--- src/rtl/bht_predictor.sv ---
// Branch history table predictor: a table of saturating counters indexed
// by fetch PC bits. The optional gshare mode is enabled by defining the
// GSHARE_EN macro. In that mode a global history register is XORed into
// the lookup index.
module bht_predictor #(
  parameter int INDEX_BITS = 4,
  parameter int CTR_BITS   = 2
) (
  input  logic                  clk,
  input  logic                  rst_n,
  input  logic                  enable,
  input  logic [31:0]           lookup_pc,
  input  logic [6:0]            lookup_opcode,
  output logic                  prediction,
  output logic [INDEX_BITS-1:0] lookup_index,
  input  logic                  update_valid,
  input  logic [INDEX_BITS-1:0] update_index,
  input  logic                  update_taken
);

  localparam int                  ENTRIES    = 1 << INDEX_BITS;
  localparam logic [CTR_BITS-1:0] CTR_MAX    = {CTR_BITS{1'b1}};
  // Weakly-not-taken: 2^(CTR_BITS-1)-1, i.e. all ones shifted right by one.
  localparam logic [CTR_BITS-1:0] CTR_WNT    = CTR_MAX >> 1;
  localparam logic [6:0]          OPC_BRANCH = 7'b1100011;

  // Saturating step: never wraps at either end of the counter range.
  function automatic logic [CTR_BITS-1:0] sat_step(
    input logic [CTR_BITS-1:0] ctr,
    input logic                taken
  );
    logic [CTR_BITS-1:0] res;
    if (taken) begin
      if (ctr == CTR_MAX) res = ctr;
      else                res = ctr + {{(CTR_BITS-1){1'b0}}, 1'b1};
    end else begin
      if (ctr == {CTR_BITS{1'b0}}) res = ctr;
      else                         res = ctr - {{(CTR_BITS-1){1'b0}}, 1'b1};
    end
    return res;
  endfunction

  logic [CTR_BITS-1:0]   ctr_table_r [ENTRIES];
  logic [INDEX_BITS-1:0] base_index_s;
  logic [CTR_BITS-1:0]   upd_next_s;
  logic                  upd_we_s;
  logic                  unused_pc_s;

  assign base_index_s = lookup_pc[INDEX_BITS+1:2];
  // PC bits outside the index field carry no information for this table.
  assign unused_pc_s  = ^{lookup_pc[31:INDEX_BITS+2], lookup_pc[1:0]};

`ifdef GSHARE_EN
  logic [INDEX_BITS-1:0] history_r;

  // Global outcome history: shifts in each resolved outcome while running.
  always_ff @(posedge clk) begin
    if (!rst_n) begin
      history_r <= {INDEX_BITS{1'b0}};
    end else if (upd_we_s) begin
      history_r <= {history_r[INDEX_BITS-2:0], update_taken};
    end
  end

  // Lookup index hashes PC bits with the global history.
  always_comb begin
    lookup_index = base_index_s ^ history_r;
  end
`else
  // Lookup index is taken straight from the PC.
  always_comb begin
    lookup_index = base_index_s;
  end
`endif

  // Write qualification and next counter value for the resolving branch.
  always_comb begin
    upd_we_s   = enable & update_valid;
    upd_next_s = sat_step(ctr_table_r[update_index], update_taken);
  end

  // Counter table: reset wins, then at most one entry written per edge.
  always_ff @(posedge clk) begin
    if (!rst_n) begin
      for (int i = 0; i < ENTRIES; i++) begin
        ctr_table_r[i] <= CTR_WNT;
      end
    end else if (upd_we_s) begin
      ctr_table_r[update_index] <= upd_next_s;
    end
  end

  // Combinational prediction; reads the table before any same-edge write.
  always_comb begin
    if (lookup_opcode == OPC_BRANCH) begin
      prediction = ctr_table_r[lookup_index][CTR_BITS-1];
    end else begin
      prediction = 1'b0;
    end
  end

endmodule

--- config.mk ---
export PLATFORM = sky130hd
export DESIGN_NAME = bht_predictor
export DESIGN_NICKNAME = d
export VERILOG_FILES = /design/src/rtl/bht_predictor.sv
export SDC_FILE = /design/constraint.sdc
export NUM_CORES = 1
export LEC_CHECK = 0
export ABC_AREA = 0
export ABC_CLOCK_PERIOD_IN_PS = 4750
export CORE_UTILIZATION = 30
export DETAILED_ROUTE_END_ITERATION = 12
export GPL_ROUTABILITY_DRIVEN = 0
export GPL_TIMING_DRIVEN = 0
export PLACE_DENSITY = 0.51
export SETUP_SLACK_MARGIN = 0.3
export SLEW_MARGIN = 20
export SYNTH_ARGS = -nofsm -noshare
export SYNTH_HDL_FRONTEND = slang
export SYNTH_SLANG_ARGS = --single-unit
--- constraint.sdc ---
create_clock -name clk -period 4.75 [get_ports clk]
set_input_delay 0.95 -clock clk [delete_from_list [all_inputs] [get_ports clk]]
set_output_delay 0.95 -clock clk [all_outputs]
set_load 0.02 [all_outputs]
=== Word level (Yosys, flattened, before mapping) ===
Memories as Yosys holds them, arrays and structs flattened.
Index checks and enable logic that the tools add are counted.

* Add/subtract/negate cells: 2
* Equal/unequal tests: 2
* Muxes and demuxes: 11
* Bitwise gates (word level): 1
* Reductions and logical operators: 2

{| class="wikitable"
|+ Operators by type and width
! operator !! count
|-
| two-way mux 2 bit || 4
|-
| equality test 7 bit, second input constant || 1
|-
| two-way mux 1 bit || 6
|-
| two-way mux 4 bit || 1
|-
| adder 2 x 1 -> 2 bit, second input constant || 1
|-
| equality test 2 bit, second input constant || 1
|-
| logical NOT 2 bit || 1
|-
| OR reduction 2 bit || 1
|-
| subtractor 2 x 1 -> 2 bit, second input constant || 1
|-
| bitwise AND 1 bit || 1
|}

* Register bits: 0
* RAM bits: 32
* Output and inout bits: 5
* Logic and storage cells: 19
* Memories: 1

{| class="wikitable"
|+ Memories
! name !! words !! bits a word !! read ports !! clocked after Yosys merged registers in !! write ports !! line !! text
|-
| ctr_table_r || 16 || 2 || 2 || 0 || 16 || 43 || <nowiki>logic [CTR_BITS-1:0] ctr_table_r [ENTRIES];</nowiki>
|}

=== Depth between registers and ports, before layout ===
* Depth in word-level cells: 6
* Mapped depth: 7
* Mapped depth without buffers: 5

=== Worst setup path after synthesis ===
Ideal clock, no wire load.

* Kind: input to output
* From: input port lookup_pc[2]
* To: output port prediction
* Arrival time: 2.459 ns
* Data required time: 3.800 ns
* Path slack: 1.341 ns
* Stages on the path: 4
* Cell sequence: mux4_2 -> nor2b_1 -> a211oi_1 -> a2111oi_0

* Cells in the longest elaborated chain, start to end: 2

{| class="wikitable"
|+ Ends and longest elaborated chain
! item !! line !! text
|-
| start, declared || 12 || <nowiki>input logic [31:0] lookup_pc,</nowiki>
|-
| memory read (16 x 2 bit) || n/a ||
|-
| two-way mux 1 bit || 95 || <nowiki>if (lookup_opcode == OPC_BRANCH) begin</nowiki>
|-
| end, declared || 14 || <nowiki>output logic prediction,</nowiki>
|}

No other way between the ends.

=== Worst setup path after layout ===
Same ends and word-level chain as after synthesis.

==> summary.md <==
| Metric | Value |
|---|---|
| Status | `finished, final reports clean` |
| GRT Total Usage | `14.4%` |
| Comb pwr share | `15.9%` |
| Clk network pwr share | `32.3%` |
| Required time worst endpoint | `3.80 ns` |
| Place WS | `0.682 ns` |
| Power Dens Cells | `278 nW/µm²` |
| Vias per cell | `5.20` |
| Syn avg cell area | `12.0 µm²` |
| Largest register by flop count | `ctr_table_r` |
| Crit path time final | `4.07 ns` |
| Count leader, synth | `nand2_1` |
| P_int | `0.000465 W` |
| DR vias | `1,320` |
| Remaining antenna violation count | `0` |
| Setup crit start kind | `input port` |
| Num CTS Buffers | `5` |
| Clock-pin slew on the worst setup and hold paths | `0.06 ns` |
| Switching Fraction | `24.7%` |
| Final wirelength | `4230 µm` |
| Max cap viols | `0` |
| WL per Instance | `16.7 µm` |
| Clk_lat worst skew | `0.28 ns` |
| Rel. slew slack | `26.0%` |
| Yosys top cell by area | `edfxtp_1` |
| Flop pwr share | `51.8%` |
| Core Area | `5680 µm²` |
| DIE HEIGHT | `79.8 µm` |
| Final TNS setup | `0 ns` |
| CTS root buffer | `clkbuf_8` |
| Yosys top cell area share | `53.0%` |
| Synth Register Bits | `32` |
| H-Tree Depth | `2` |
| Number of global-route vias before repair | `1,258` |
| Postcts setup bufs | `0` |
| VDD IR max | `0.0867 mV` |
| Top cells by area, synth | `edfxtp_1 53%, mux4_2 11%, nand2_1 7.7%` |
| Worst setup endpoint | `prediction` |
| HP Start | `rst_n` |
| Global-route wire length before repair | `6550 µm` |
| Synth top cells by count | `37 x nand2_1, 32 x edfxtp_1, 17 x nand3_1` |
| Final instance area | `2220 µm²` |
| Initial drt markers | `97` |
| HPWL after DPL | `3110 µm` |
| Final Non-Filler Cells | `254` |
| Hold Crit Class | `input port to flip-flop` |
| FFs w/ async S/R, synth | `0%` |
| Leakage power | `0.705 nW` |
| WS Path Type | `input port to primary output` |
| Cells on worst reg2reg path | `6` |
| Slew Limit Fails | `0` |
| CTS tree | `done` |
| Net switching power | `0.000152 W` |
| Initial antenna violation count | `0` |
| Fmax | `246 MHz` |
| Hold Slack | `1.18 ns` |
| PnR worst setup slack | `0.683 ns` |
| Pin count of the biggest net entering global routing | `11` |
| Sequential-to-total area share from yosys stat | `53.0%` |
| Final setup vio count | `0` |
| FF-to-FF Start | `ctr_table_r[14][1]` |
| Worst path arrival time | `3.12 ns` |
| Diodes inserted | `0` |
| Crit share post-route | `85.6%` |
| Largest registers | `ctr_table_r (32)` |
| Synthesized area | `1810 µm²` |
| Initial Utilization | `32.0%` |
| Number of synthesized flops with an enable pin | `32` |
| Slew of the pin with the lowest slew margin | `1.10 ns` |
| RSZ-0062 raised after global routing | `false` |
| Post-route clock skew | `0.00638 ns` |
| R2R Setup Slk | `2.63 ns` |
| Grt ovf | `0` |
| Primary FF master, synth | `edfxtp_1` |
| Crit path launch | `lookup_pc[2]` |
| Standard-cell rows | `27` |
| Inst Count DP | `246` |
| Synthesized instance count | `151` |
| Max reg flops | `32` |
| # DRC | `0` |
| Synth Warn # | `0` |
| CTS Sinks | `32` |
| Cell variety after synth | `27` |
| Synth Net Count | `199` |
| Fin. Hold Viols | `0` |
| Syn-to-layout area delta | `22.3%` |
| CP endpoint kind | `primary output` |
| Dpl cell area | `2130 µm²` |
| 1st-pass router iterations | `4` |
| Layout Nets | `229` |
| Share of cells above drive strength 1 | `20.3%` |
| Die Area | `6360 µm²` |
| Hold Buf Count CTS | `0` |
| R2r endpoint | `ctr_table_r[10][0]` |
| Port buffer count | `23` |
| Crit-path max FO | `5` |
| I/O pin count | `53` |
| Post_cts resized | `0` |
| Die Wd | `79.8 µm` |
| CTS Buffer Depth | `2` |
layout by cell type (no fill, tap or decap), types with 2 or more instances in the layout:
| cell type | count |
|---|---|
| nand3_1 | 17 |
| mux4_1 | 3 |
| nor2_1 | 8 |
| nor3_1 | 3 |
| inv_1 | 3 |
| clkdlybuf4s50_1 | 23 |
| buf_1 | 3 |
| maj3_4 | 2 |
| mux4_2 | 9 |
| clkbuf_8 | 5 |
| nand2_1 | 37 |
| edfxtp_1 | 32 |
| buf_6 | 2 |
| buf_4 | 4 |
| nor2b_1 | 3 |
| nor2_2 | 10 |
| clkbuf_1 | 4 |
worst max-delay path, cell delays in order:
cell             delay (ns)
clkdlybuf4s50_1        0.57
mux4_2                 0.42
mux2i_1                0.07
a2111oi_0              0.43
clkdlybuf4s50_1        0.68
metrics by stage:
stage / utilization [%] / total power, W
after global placement: 37.6 / 0.000422
after detailed placement: 37.6 / 0.000424
after global routing: 39.1 / 0.000637
after CTS: 39.0 / 0.000617
after floorplan: - / 0.000385
final: 39.1 / 0.000617
how the worst min path moves through the flow:
stage	cells past startpoint	to	slack, ns
final	2	ctr_table_r[15][0]	1.18
after global routing	2	ctr_table_r[14][0]	1.20
after CTS	2	ctr_table_r[15][0]	1.17
after detailed placement	5	ctr_table_r[1][0]	1.19
after global placement	5	ctr_table_r[4][0]	1.19
after floorplan	5	ctr_table_r[0][0]	1.11
per-layer routing:
metal,share of wire (%),vias up,GRT usage [%]
li1,-,618,-
met5,0,-,0
met1,43,634,18.1
met4,2.8,0,8.04
met2,48,55,22.7
met3,6.8,13,3.31
power groups by stage:
stage                     Combinational [W]  Sequential [W]  Clock (W)
after floorplan                   0.0000616        0.000324          0
after global placement            0.0000962        0.000326          0
after detailed placement          0.0000983        0.000326          0
after CTS                         0.0000986        0.000320   0.000198
after global routing               0.000106        0.000320   0.000211
final                             0.0000984        0.000320   0.000199
final cells by class:
cell class	instances	area [µm²]
fillers	540	3460
inverters	3	11.3
plain buffers	13	91.3
clock buffers	7	76.3
clock inverters	1	3.75
flip-flops and latches	32	961
repair buffers	23	230
multi-input cells	103	756
well taps	72	90.1
cells by family (layout without fill, tap and decap cells):
kind of cell,after synthesis,in the layout,share of synthesized area (%)
AO/OA/AOI/OAI,4,4,1.93
adder cells (fa/ha/maj),2,2,1.52
buffers and inverters,16,47,5.65
flip-flops,32,32,53.0
multiplexers,13,13,16.1
AND/OR/NAND/NOR,84,84,21.9
No activity file was read; power rests on OpenSTA's default activity.
